==> src/rtl/agc_timer_pkg.sv <==
// Shared constants and types for the agc timer block.
// Selector codes, interrupt vector codes and the pending-flag bundle.
package agc_timer_pkg;

    localparam int CNT_W = 15;

    localparam logic [2:0] SEL_TIME1 = 3'd1;
    localparam logic [2:0] SEL_TIME2 = 3'd2;
    localparam logic [2:0] SEL_TIME3 = 3'd3;
    localparam logic [2:0] SEL_TIME4 = 3'd4;
    localparam logic [2:0] SEL_TIME5 = 3'd5;
    localparam logic [2:0] SEL_TIME6 = 3'd6;

    localparam logic [2:0] VEC_NONE = 3'd0;
    localparam logic [2:0] VEC_T6   = 3'd1;
    localparam logic [2:0] VEC_T5   = 3'd2;
    localparam logic [2:0] VEC_T3   = 3'd3;
    localparam logic [2:0] VEC_T4   = 3'd4;

    typedef struct packed {
        logic t6;
        logic t5;
        logic t3;
        logic t4;
    } pend_t;

endpackage

==> src/rtl/agc_timers_if.sv <==
// Core-side bus of the timer block: counter read/write port
// plus the interrupt request/vector/acknowledge handshake.
interface agc_timers_if #(
    parameter int CNT_W = agc_timer_pkg::CNT_W
);
    logic             wr_en;
    logic [2:0]       wr_sel;
    logic [CNT_W-1:0] wr_data;
    logic [2:0]       rd_sel;
    logic [CNT_W-1:0] rd_data;
    logic             inhint;
    logic             rupt_req;
    logic [2:0]       rupt_vec;
    logic             rupt_ack;

    modport master (
        output wr_en, wr_sel, wr_data, rd_sel, inhint, rupt_ack,
        input  rd_data, rupt_req, rupt_vec
    );

    modport slave (
        input  wr_en, wr_sel, wr_data, rd_sel, inhint, rupt_ack,
        output rd_data, rupt_req, rupt_vec
    );
endinterface

==> src/rtl/agc_prescaler.sv <==
// Centisecond prescaler: free-running 0..TICK_DIV-1 counter
// with a full tick at the top and a half tick at the midpoint.
module agc_prescaler #(
    parameter int TICK_DIV = 1024
) (
    input  logic clk,
    input  logic rst_n,
    output logic tick_o,
    output logic half_tick_o
);
    localparam int PW = $clog2(TICK_DIV);

    logic [PW-1:0] pre_q;
    logic [PW-1:0] pre_d;

    assign tick_o      = (pre_q == PW'(TICK_DIV - 1));
    assign half_tick_o = (pre_q == PW'(TICK_DIV / 2 - 1));
    assign pre_d       = tick_o ? '0 : pre_q + 1'b1;

    // Advance the prescaler, wrapping after the tick cycle.
    always_ff @(posedge clk or negedge rst_n) begin
        if (!rst_n) pre_q <= '0;
        else        pre_q <= pre_d;
    end
endmodule

==> src/rtl/agc_timers.sv <==
// agc TIME1..TIME6 counters and T3/T4/T5/T6 interrupt requests.
// Writes beat same-edge counter steps and never raise a request.
module agc_timers #(
    parameter int TICK_DIV = 1024,
    parameter int CNT_W    = agc_timer_pkg::CNT_W
) (
    input  logic        clk,
    input  logic        rst_n,
    agc_timers_if.slave bus
);
    import agc_timer_pkg::*;

    localparam logic [CNT_W-1:0] MAXV = '1;
    localparam logic [CNT_W-1:0] ONEV = CNT_W'(1);

    logic             tick;
    logic             half_tick;
    logic [CNT_W-1:0] cnt_q [1:6];
    logic [CNT_W-1:0] cnt_d [1:6];
    logic             arm_q;
    logic             arm_d;
    pend_t            pend_q;
    pend_t            pend_d;
    pend_t            set;
    pend_t            clr;
    logic [6:1]       wr_hit;
    logic             carry;
    logic [2:0]       vec;

    agc_prescaler #(.TICK_DIV(TICK_DIV)) u_pre (
        .clk         (clk),
        .rst_n       (rst_n),
        .tick_o      (tick),
        .half_tick_o (half_tick)
    );

    // Decode which counter the write port targets this cycle.
    always_comb begin
        for (int i = 1; i <= 6; i++) begin
            wr_hit[i] = bus.wr_en && (bus.wr_sel == 3'(i));
        end
    end

    // Counter next state, TIME6 arm and wrap/expiry events.
    always_comb begin
        cnt_d = cnt_q;
        arm_d = arm_q;
        set   = '0;
        carry = tick && (cnt_q[1] == MAXV) && !wr_hit[1];
        if (tick)      cnt_d[1] = cnt_q[1] + 1'b1;
        if (carry)     cnt_d[2] = cnt_q[2] + 1'b1;
        if (tick)      cnt_d[3] = cnt_q[3] + 1'b1;
        if (half_tick) cnt_d[4] = cnt_q[4] + 1'b1;
        if (tick)      cnt_d[5] = cnt_q[5] + 1'b1;
        if (arm_q && tick) begin
            cnt_d[6] = cnt_q[6] - 1'b1;
            if (cnt_q[6] == ONEV) arm_d = 1'b0;
        end
        set.t3 = tick && (cnt_q[3] == MAXV) && !wr_hit[3];
        set.t4 = half_tick && (cnt_q[4] == MAXV) && !wr_hit[4];
        set.t5 = tick && (cnt_q[5] == MAXV) && !wr_hit[5];
        set.t6 = arm_q && tick && (cnt_q[6] == ONEV) && !wr_hit[6];
        for (int i = 1; i <= 6; i++) begin
            if (wr_hit[i]) cnt_d[i] = bus.wr_data;
        end
        if (wr_hit[6]) arm_d = |bus.wr_data;
    end

    // Fixed-priority vector: T6 > T5 > T3 > T4.
    always_comb begin
        if (pend_q.t6)      vec = VEC_T6;
        else if (pend_q.t5) vec = VEC_T5;
        else if (pend_q.t3) vec = VEC_T3;
        else if (pend_q.t4) vec = VEC_T4;
        else                vec = VEC_NONE;
    end

    // Ack clears only the source currently on the vector.
    always_comb begin
        clr = '0;
        if (bus.rupt_ack) begin
            case (vec)
                VEC_T6:  clr.t6 = 1'b1;
                VEC_T5:  clr.t5 = 1'b1;
                VEC_T3:  clr.t3 = 1'b1;
                VEC_T4:  clr.t4 = 1'b1;
                default: clr = '0;
            endcase
        end
        pend_d = (pend_q & ~clr) | set;
    end

    // Read mux; unused selects read as zero.
    always_comb begin
        case (bus.rd_sel)
            SEL_TIME1: bus.rd_data = cnt_q[1];
            SEL_TIME2: bus.rd_data = cnt_q[2];
            SEL_TIME3: bus.rd_data = cnt_q[3];
            SEL_TIME4: bus.rd_data = cnt_q[4];
            SEL_TIME5: bus.rd_data = cnt_q[5];
            SEL_TIME6: bus.rd_data = cnt_q[6];
            default:   bus.rd_data = '0;
        endcase
    end

    assign bus.rupt_vec = vec;
    assign bus.rupt_req = (|pend_q) && !bus.inhint;

    // Register counters, TIME6 arm and pending flags.
    always_ff @(posedge clk or negedge rst_n) begin
        if (!rst_n) begin
            for (int i = 1; i <= 6; i++) cnt_q[i] <= '0;
            arm_q  <= 1'b0;
            pend_q <= '0;
        end else begin
            for (int i = 1; i <= 6; i++) cnt_q[i] <= cnt_d[i];
            arm_q  <= arm_d;
            pend_q <= pend_d;
        end
    end
endmodule

==> src/flat_wrapper.sv <==
// flat-port wrapper written by rule: the top's interface ports become plain ports
module agc_timers_flat import agc_timer_pkg::*;
#(
    parameter int TICK_DIV = 1024,
    parameter int CNT_W    = agc_timer_pkg::CNT_W
)
  (clk, rst_n, bus_wr_en, bus_wr_sel, bus_wr_data, bus_rd_sel, bus_inhint, bus_rupt_ack, bus_rd_data, bus_rupt_req, bus_rupt_vec);
  agc_timers_if #(.CNT_W(CNT_W)) bus_i ();
  input  logic clk;
  input  logic rst_n;
  input wire logic [$bits(bus_i.wr_en)-1:0] bus_wr_en;
  input wire logic [$bits(bus_i.wr_sel)-1:0] bus_wr_sel;
  input wire logic [$bits(bus_i.wr_data)-1:0] bus_wr_data;
  input wire logic [$bits(bus_i.rd_sel)-1:0] bus_rd_sel;
  input wire logic [$bits(bus_i.inhint)-1:0] bus_inhint;
  input wire logic [$bits(bus_i.rupt_ack)-1:0] bus_rupt_ack;
  output wire logic [$bits(bus_i.rd_data)-1:0] bus_rd_data;
  output wire logic [$bits(bus_i.rupt_req)-1:0] bus_rupt_req;
  output wire logic [$bits(bus_i.rupt_vec)-1:0] bus_rupt_vec;
  assign bus_i.wr_en = bus_wr_en;
  assign bus_i.wr_sel = bus_wr_sel;
  assign bus_i.wr_data = bus_wr_data;
  assign bus_i.rd_sel = bus_rd_sel;
  assign bus_i.inhint = bus_inhint;
  assign bus_i.rupt_ack = bus_rupt_ack;
  assign bus_rd_data = bus_i.rd_data;
  assign bus_rupt_req = bus_i.rupt_req;
  assign bus_rupt_vec = bus_i.rupt_vec;
  agc_timers #(.TICK_DIV(TICK_DIV), .CNT_W(CNT_W)) u_core (.clk(clk), .rst_n(rst_n), .bus(bus_i));
endmodule
==> config.mk <==
export PLATFORM = sky130hd
export DESIGN_NAME = agc_timers_flat
export DESIGN_NICKNAME = d
export VERILOG_FILES = /design/src/rtl/agc_timer_pkg.sv /design/src/rtl/agc_timers_if.sv /design/src/rtl/agc_prescaler.sv /design/src/rtl/agc_timers.sv /design/src/flat_wrapper.sv
export SDC_FILE = /design/constraint.sdc
export NUM_CORES = 1
export LEC_CHECK = 0
export ABC_AREA = 1
export ABC_CLOCK_PERIOD_IN_PS = 2400
export CORE_UTILIZATION = 45
export DETAILED_ROUTE_END_ITERATION = 7
export GPL_TIMING_DRIVEN = 0
export HOLD_SLACK_MARGIN = 0.15
export SYNTH_ARGS = -nofsm -noshare
export SYNTH_HDL_FRONTEND = slang
export SYNTH_SLANG_ARGS = --single-unit
==> constraint.sdc <==
create_clock -name clk -period 2.4 [get_ports clk]
set_input_delay 0.72 -clock clk [delete_from_list [all_inputs] [get_ports clk]]
set_output_delay 0.72 -clock clk [all_outputs]
set_load 0.01 [all_outputs]
==> flow_summary.ini, run 1 <==
[logic_synthesis]
postSynthCellCount = 1062
ys_ff_latch = 105
syn_nets = 1096
synth_top_family_by_area = simple AND/OR/NAND/NOR gates
ys.warnings.count = 0
synth.avg_cell_area_sq_um = 6.90
synth_compound_area_share_pct = 12.1
yosysUniqueCellTypes = 38
ys_seq_area_share_pct = 35.9
synth-simple-area-share_pct = 35.4
synthAdderAreaFrac_pct = 1.37
synth_xor_xnor_area_share_pct = 5.38
synthMuxAreaShare_pct = 0
synthesis.area_sq_um = 7320

[clocking]
clk_pin_slew_worst_paths_ns = 0.07
cts_max_level = 3
cts_tree = done
clockBufferDepth = 2
cts_sinks = 105
cts_made_buffers = 9
insertion_delay_ns = 0.36
clock_tree.root_cell = clkbuf_16
holdBufCountCts = 0

[pwr]
leakagePower_nw = 4.13
ir_worst_vdd_uv = 395
p_per_area_nw_per_um2 = 653
p_clk_share_pct = 28.2
power_switching_mw = 2.22
combPwrFrac_pct = 30.1
p_seq_share_pct = 41.7
intPower_mw = 3.63
swShare_pct = 37.9

[finish]
drive_gt1_share_pct = 13.6
antenna_cells = 0
area_delta_synth_final_pct = 22.5
nFillCells = 1564
fin_util_pct = 56.5
layoutNonFillerInstCount = 1352
multi_input_area_sq_um = 4350
nets = 1165
ff_latch_area_sq_um = 2630
final_area_sq_um = 8970

[floorplan]
io_pins = 45
start_util_pct = 46.1
fp.dieArea_sq_um = 16800
die_w_microns = 130
placement_rows = 46
core_sq_um = 15900
die_h_microns = 130

[routing]
drtPass1Iterations = 5
drc = 0
ant_nets = 0
vias = 7557
drt_iter0_drc = 785
via_per_inst = 5.59
wl_per_cell_microns = 19.3
wirelength_mm = 26.1

[status]
status = finished with violations
failed_checks = setup timing

[timing]
rsz0062_at_grt = true
setup_viol = 14
fin_ws_ns = -0.0774
worst_slew_margin_rel_pct = 41.4
slew_viol_final = 0
whs_ns = 0.305
min_period_ns = 2.48
fmax_ghz = 0.404
skew_ns = 0.0112
hold_viol = 0
tightest_slew_ns = 0.872
fin_crit_sh_pct = 103

[critical_path]
endpoint_kind = primary output
crit_required_ns = 1.68
worstPathMaxFanout = 6
cp.arrival_ns = 1.76
r2r_slack_ns = 0.44
worstSetupPathType = in2out
rr_endpoint = u_core.cnt_q[74]
r2r_start = u_core.u_pre.pre_q[0]
reg2reg_depth = 8
start_kind = input pin

[grt]
grt_pass1_vias = 6762
grtUsageTotal_pct = 32.0
grt_start_max_net_pins = 57
grt_pass1_wl_mm = 39.2
antenna_found_initial = 0
grt_overflow = 0

[worst_hold_path]
hp-class = in2async

[placed_design]
globalplace.congestion = 0.962
place_area_sq_um = 8050
dp.cells = 1322
hpwlAfterDp_mm = 18.7
port_buffers = 43

[run]
cap_violations = 0
cell usage in the layout, fill, tap and decap left out, drive strengths merged, types with 17 or more instances in the layout:
cell / instances
nand3: 118
clkbuf: 17
buf: 48
clkdlybuf4s50: 22
nand4: 25
inv: 154
o22ai: 35
nand2: 330
xor2: 39
dfrtp: 105
nor2: 101
o221ai: 31
o21ai: 41
power by group through the flow:
stage	clock network, mW	logic (mW)	registers, mW
floorplan	0	1.06	2.36
global placement	0	1.56	2.46
detailed placement	0	1.58	2.46
CTS	1.67	1.69	2.43
global route	1.74	1.95	2.48
finish	1.65	1.76	2.44
Yosys cell counts, drive strengths merged:
library cell | number | area share, %
nor2 | 101 | 6.0
o31ai | 1 | 0.10
a21oi | 3 | 0.20
inv | 154 | 8.0
o211ai | 15 | 1.5
nand3 | 118 | 8.5
nor3 | 16 | 1.2
xnor2 | 6 | 0.72
nor4 | 1 | 0.085
dfrtp | 105 | 36
a22oi | 3 | 0.31
nand4 | 25 | 2.1
ha | 8 | 1.4
o21bai | 3 | 0.31
clkinv | 1 | 0.051
clkbuf | 7 | 0.36
nand2 | 330 | 17
o22ai | 35 | 3.0
or2 | 3 | 0.26
a31oi | 1 | 0.085
o221ai | 31 | 3.7
xor2 | 39 | 4.7
buf | 15 | 1.5
o21ai | 41 | 2.9
how the worst max path moves through the flow:
| stage | slack (ns) | end | from | cells past startpoint |
|---|---|---|---|---|
| final | -0.08 | bus_rd_data[11] | bus_rd_sel[0] | 7 |
| after global placement | -3.84 | u_core.cnt_q[84] | rst_n | 1 |
| after floorplan | 0.12 | bus_rd_data[9] | bus_rd_sel[0] | 6 |
| after detailed placement | -1.46 | bus_rd_data[14] | bus_rd_sel[0] | 8 |
| after global routing | -0.09 | bus_rd_data[3] | bus_rd_sel[0] | 8 |
| after CTS | -0.07 | bus_rd_data[9] | bus_rd_sel[0] | 8 |
critical path, cell delays in order:
cell	delay [ns]
buf_12	0.12
inv_8	0.06
nand3_4	0.13
buf_8	0.19
buf_4	0.14
o221ai_2	0.21
buf_2	0.19
what timing repair did:
action | CTS | global route
pin swaps | 13 | 11
setup buffers | 6 | 4
cloned | 4 | 0
gates resized for setup | 172 | 24
setup endpoints to repair | 17 | 34
final cells by class:
cell class	instances	area share [%]
multi-input combinational	780	48.5
sequential	105	29.3
inverter	155	6.79
timing repair buffer	58	6.42
tap	216	3.01
clock buffer	9	2.51
buffer	22	2.43
clock inverter	7	1.05
sequential cells by signal, summed over array words and instances (netlist names):
name and cells:
u_core.cnt_q 90, u_core.arm_q 1, u_core.pend_q 4, u_core.u_pre.pre_q 10
per-layer routing:
layer / up-vias / wire length [microns] / track usage, %
met3: 50 / 1630 / 4.54
met5: - / 0 / 0
met2: 263 / 11600 / 48.4
met1: 3603 / 12000 / 45.8
li1: 3641 / - / -
met4: 0 / 914 / 12.7
logic make-up after synthesis:
family          after synthesis
fa+ha+maj                     8
simple gates                594
compound gates              133
buf+inv                     177
xor+xnor                     45
flops                       105
per-stage QoR:
step	power [mW]	setup WS (ns)	TNS, ns
6_report	5.86	-0.0774	-0.510
5_1_grt	6.17	-0.0898	-0.860
4_1_cts	5.78	-0.0662	-0.285
3_5_place_dp	4.04	-1.46	-32.69
3_3_place_gp	4.02	-3.84	-434.03
2_1_floorplan	3.41	0.117	0
Note: power is estimated with default switching activity, not from simulation.
==> run 2, diff against run 1 <==
--- a/config.mk
+++ b/config.mk
@@ -7,7 +7,8 @@
 export LEC_CHECK = 0
 export ABC_AREA = 1
 export ABC_CLOCK_PERIOD_IN_PS = 2400
-export CORE_UTILIZATION = 45
+export CORE_MARGIN = 2
+export CORE_UTILIZATION = 30
 export DETAILED_ROUTE_END_ITERATION = 7
 export GPL_TIMING_DRIVEN = 0
 export HOLD_SLACK_MARGIN = 0.15
==> run 2 against run 1 <==
The flow still finishes with violations (setup timing). Utilization shrank 18 points. Clock skew down 0.0020 ns. Final cell count is 8.2% higher. Largest power group unchanged. Critical endpoint is now bus_rd_data[6]. Sequential power about the same. Combinational power up 2%. Non-clock buffer count rose by 3. Via count grew 0.53%. Sequential share of layout area shrank 0.77 points.
==> flow_summary.ini, run 2 (same netlist as run 1, synthesis figures left out) <==
[status]
status = finished with violations
failed_checks = setup timing

[critical_path]
r2r_start = u_core.u_pre.pre_q[0]
endpoint_kind = primary output
cp.arrival_ns = 1.81
path_cells = buf_12, clkinv_8, nand3_4, buf_4, o22ai_1, nor2_1, o211ai_1, buf_2
startpoint = bus_rd_sel[0]
slowest_stage = buf_2
worstPathMaxFanout = 5
critPathBufInv = 4
crit_required_ns = 1.68
start_kind = input pin
max_stage_delay_ns = 0.21
worstSetupPathType = in2out
crit_family = buffers and inverters

[routing]
maxUsedRoutingLayer = met4
drc = 0
wirelength_mm = 26.1
drtPass1Iterations = 7
met1_length_mm = 11.2
ant_nets = 0
dr_wl_met2_mm = 11.6
routed-wl-met3_mm = 1.97
drt_iter0_drc = 777
vias = 7597
via_per_inst = 5.19
wl_per_cell_microns = 17.9

[run]
cap_violations = 0

[timing]
fmax_ghz = 0.396
hold_viol = 0
fin_ws_ns = -0.128
fin_crit_sh_pct = 105
min_period_ns = 2.53
tightest_slew_ns = 0.844
rsz0062_at_grt = true
skew_ns = 0.00924
worst_slew_margin_rel_pct = 43.3
setup_viol = 14
slew_viol_final = 0

[pwr]
fin_total_pwr_mw = 5.72
leakagePower_nw = 4.15
p_per_area_nw_per_um2 = 621
ir_worst_vdd_uv = 291

[clocking]
insertion_delay_ns = 0.37
clockBufferDepth = 2
clk_pin_slew_worst_paths_ns = 0.08
holdBufCountCts = 0
cts_tree = done
cts_sinks = 105
clock_tree.root_cell = clkbuf_16
cts_max_level = 3
cts_made_buffers = 9

[floorplan]
placement_rows = 57
io_pins = 45
core_sq_um = 24200
fp.dieArea_sq_um = 25700
start_util_pct = 30.3
die_w_microns = 160
die_h_microns = 160

[finish]
antenna_cells = 0
final_common_cell = nand2_1
drive_gt1_share_pct = 14.4
regMostFlops = u_core.cnt_q
area_delta_synth_final_pct = 25.8
largest_reg_flops = 90
nFillCells = 2471
final_cell_mix = nand2_1, inv_1, nand3_1
layoutNonFillerInstCount = 1463
final_area_sq_um = 9210
reg_top3 = u_core.cnt_q: 90 flops, u_core.u_pre.pre_q: 10 flops, u_core.pend_q: 4 flops
nets = 1168
fin_util_pct = 38.1

[grt]
grtUsageTotal_pct = 20.6
grt_pass1_vias = 7193
grt_overflow = 0
grt_start_max_net_pins = 60
antenna_found_initial = 0
grt_pass1_wl_mm = 40.7

[placed_design]
hpwlAfterDp_mm = 18.9
place_area_sq_um = 8190
port_buffers = 43
dp.cells = 1430
globalplace.congestion = 0.938

[worst_hold_path]
hp-class = in2async
[run 2: what timing repair did]
action / 4_1_cts / 5_1_grt
gates resized for setup: 186 / 29
pin swaps: 15 / 9
gates cloned: 5 / 0
setup buffers: 11 / 1
setup endpoints to repair: 17 / 34
[run 2: power by group]
group          switching [mW]  total, mW  internal [mW]
clock                   0.762       1.49          0.726
combinational            1.14       1.80          0.663
sequential              0.359       2.43           2.07
total                    2.26       5.72           3.46
[run 2: through the flow]
| step | hold WS, ns | TNS (ns) | worst slack [ns] |
|---|---|---|---|
| after global placement | 0.477 | -432.30 | -3.78 |
| after detailed placement | 0.485 | -36.77 | -1.52 |
| after floorplan | 0.424 | 0 | 0.117 |
| after global routing | 0.309 | -1.25 | -0.212 |
| final | 0.281 | -0.795 | -0.128 |
| after CTS | 0.299 | -0.261 | -0.0562 |
[run 2: metal layers]
layer  up-vias  global-route usage, %
met3        77                   4.70
met2       308                   32.1
met1      3574                   26.5
met4         0                   11.6
li1       3638                      -
met5         -                      0
[run 2: cell type report]
| class | instances | area [sq um] | area share [%] |
|---|---|---|---|
| clock buffer | 9 | 225 | 2.44 |
| tap | 324 | 405 | 4.40 |
| inverter | 155 | 617 | 6.69 |
| buffer | 22 | 221 | 2.40 |
| clock inverter | 7 | 58.8 | 0.638 |
| multi-input combinational | 780 | 4450 | 48.3 |
| timing repair buffer | 61 | 607 | 6.59 |
| sequential | 105 | 2630 | 28.5 |
[run 2: final timing paths]
kind | slack [ns] | depth (start not counted) | end
max | -0.13 | 8 | bus_rd_data[6]
max in group asynchronous | 1.46 | 2 | u_core.cnt_q[87]
min reg2reg | 0.50 | 1 | u_core.u_pre.pre_q[2]
min | 0.28 | 1 | u_core.cnt_q[13]
max reg2reg | 0.44 | 11 | u_core.cnt_q[66]
min in group clk | 0.50 | 1 | u_core.u_pre.pre_q[2]
[run 2: worst register-to-register path: stages, from the launching register on]
cell and delay, ns:
dfrtp_1 0.37, ha_1 0.19, nand2_1 0.09, nor2_4 0.23, nand2_4 0.09, nor2_4 0.25
nand3_2 0.19, nand2_2 0.12, buf_6 0.16, inv_6 0.05, nand2_1 0.05, nand2_1 0.05
==> run 3, diff against run 2 <==
--- a/config.mk
+++ b/config.mk
@@ -8,7 +8,7 @@
 export ABC_AREA = 1
 export ABC_CLOCK_PERIOD_IN_PS = 2400
 export CORE_MARGIN = 2
-export CORE_UTILIZATION = 30
+export CORE_UTILIZATION = 25
 export DETAILED_ROUTE_END_ITERATION = 7
 export GPL_TIMING_DRIVEN = 0
 export HOLD_SLACK_MARGIN = 0.15
==> run 3 against run 2 <==
The flow still finishes with violations (setup timing). Utilization fell by 6.0 points. Flip-flop and latch count did not move. Final cell count rose by 3.7%. Sequential share of layout area fell by 0.10 points. Die area rose by 19%. Critical path type unchanged. Critical endpoint unchanged. Highest routed layer unchanged.
==> flow_summary.ini, run 3 (same netlist as run 1, synthesis figures left out) <==
[critical_path]
endpoint_kind = primary output
worstPathMaxFanout = 5
cp.arrival_ns = 1.80
r2r_slack_ns = 0.46
worstSetupPathType = in2out
crit_required_ns = 1.68
start_kind = input pin

[timing]
whs_ns = 0.216
tightest_slew_ns = 0.844
fin_crit_sh_pct = 105
rsz0062_at_grt = true
min_period_ns = 2.52
hold_viol = 0
slew_viol_final = 0
skew_ns = 0.00964
fmax_ghz = 0.397
setup_viol = 15
worst_slew_margin_rel_pct = 43.3
fin_ws_ns = -0.120

[grt]
grt_overflow = 0
grt_pass1_vias = 7257
antenna_found_initial = 0
grt_pass1_wl_mm = 41.1
grt_start_max_net_pins = 81
grtUsageTotal_pct = 17.4

[placed_design]
place_area_sq_um = 8260
port_buffers = 43
dp_slack_ns = -1.45
globalplace.congestion = 0.989
hpwlAfterDp_mm = 19.3

[routing]
drt_iter0_drc = 913
wl_per_cell_microns = 17.5
drc = 0
drtPass1Iterations = 5
via_per_inst = 5.03
ant_nets = 0
vias = 7634
wirelength_mm = 26.5

[finish]
area_delta_synth_final_pct = 26.2
largest_reg_flops = 90
final_area_sq_um = 9250
ff_latch_area_sq_um = 2630
reg_top3 = u_core.cnt_q: 90 flops, u_core.u_pre.pre_q: 10 flops, u_core.pend_q: 4 flops
antenna_cells = 0
regMostFlops = u_core.cnt_q
final_common_cell = nand2_1
nets = 1162
multi_input_area_sq_um = 4440
drive_gt1_share_pct = 14.1
nFillCells = 3003
final_cell_mix = nand2_1, inv_1, nand3_1

[pwr]
fin_total_pwr_mw = 5.82
leakagePower_nw = 4.12
ir_worst_vdd_uv = 387
p_per_area_nw_per_um2 = 630

[worst_hold_path]
hp-class = in2async

[status]
status = finished with violations
failed_checks = setup timing

[clocking]
cts_made_buffers = 9
cts_max_level = 3
clockBufferDepth = 2
insertion_delay_ns = 0.37
cts_tree = done
clk_pin_slew_worst_paths_ns = 0.07
clock_tree.root_cell = clkbuf_16
cts_sinks = 105

[floorplan]
placement_rows = 62
start_util_pct = 25.4
core_sq_um = 28800
io_pins = 45
fp.dieArea_sq_um = 30700
die_h_microns = 175
die_w_microns = 175

[run]
cap_violations = 0
[run 3: what timing repair did]
item | 4_1_cts | 5_1_grt
resized for setup | 197 | 16
hold endpoints to repair | 0 | 0
endpoints found under the setup margin | 17 | 34
hold buffers | 0 | 0
buffers inserted | 5 | 2
cloned | 4 | 0
pin swaps | 13 | 8
[run 3: metrics by stage]
step	util [%]	setup TNS (ns)	instances
2_1_floorplan	-	0	1062
3_3_place_gp	28.6	-437.24	1489
3_5_place_dp	28.7	-33.30	1490
4_1_cts	31.8	-0.654	1515
5_1_grt	32.1	-1.20	1517
6_report	32.1	-0.844	1517
[run 3: worst paths after layout]
check,start,to,cells past startpoint
worst max-delay path,bus_rd_sel[1],bus_rd_data[6],8
worst min-delay path,rst_n,u_core.cnt_q[63],1
worst max register to register,u_core.u_pre.pre_q[0],u_core.cnt_q[66],11
worst min register to register,u_core.u_pre.pre_q[2],u_core.u_pre.pre_q[2],1
max in group asynchronous,rst_n,u_core.cnt_q[52],2
min in group clk,u_core.u_pre.pre_q[2],u_core.u_pre.pre_q[2],1
[run 3: cell type report]
cell class / instances / share of cell area, %
multi-input cells: 780 / 48.0
flip-flops and latches: 105 / 28.4
inverters: 155 / 6.70
repair buffers: 55 / 5.97
well taps: 384 / 5.20
clock buffers: 10 / 2.58
plain buffers: 22 / 2.37
clock inverters: 6 / 0.731
[run 3: where the power goes]
| part | internal, mW | switching (mW) | total, mW |
|---|---|---|---|
| registers | 2.07 | 0.362 | 2.44 |
| logic | 0.655 | 1.14 | 1.79 |
| clock network | 0.841 | 0.750 | 1.59 |
| total | 3.57 | 2.25 | 5.82 |
[run 3: worst max-delay path, stage by stage]
cell       delay (ns)
buf_12           0.13
clkinv_8         0.06
nand3_4          0.12
clkbuf_16        0.20
o22ai_2          0.13
nor2_1           0.06
o211ai_1         0.17
buf_2            0.20
[run 3: routing by layer]
metal | wire length, microns | track usage, %
met1 | 11700 | 23.7
met2 | 11600 | 26.0
met3 | 2070 | 3.48
met4 | 1110 | 8.72
met5 | 0 | 0
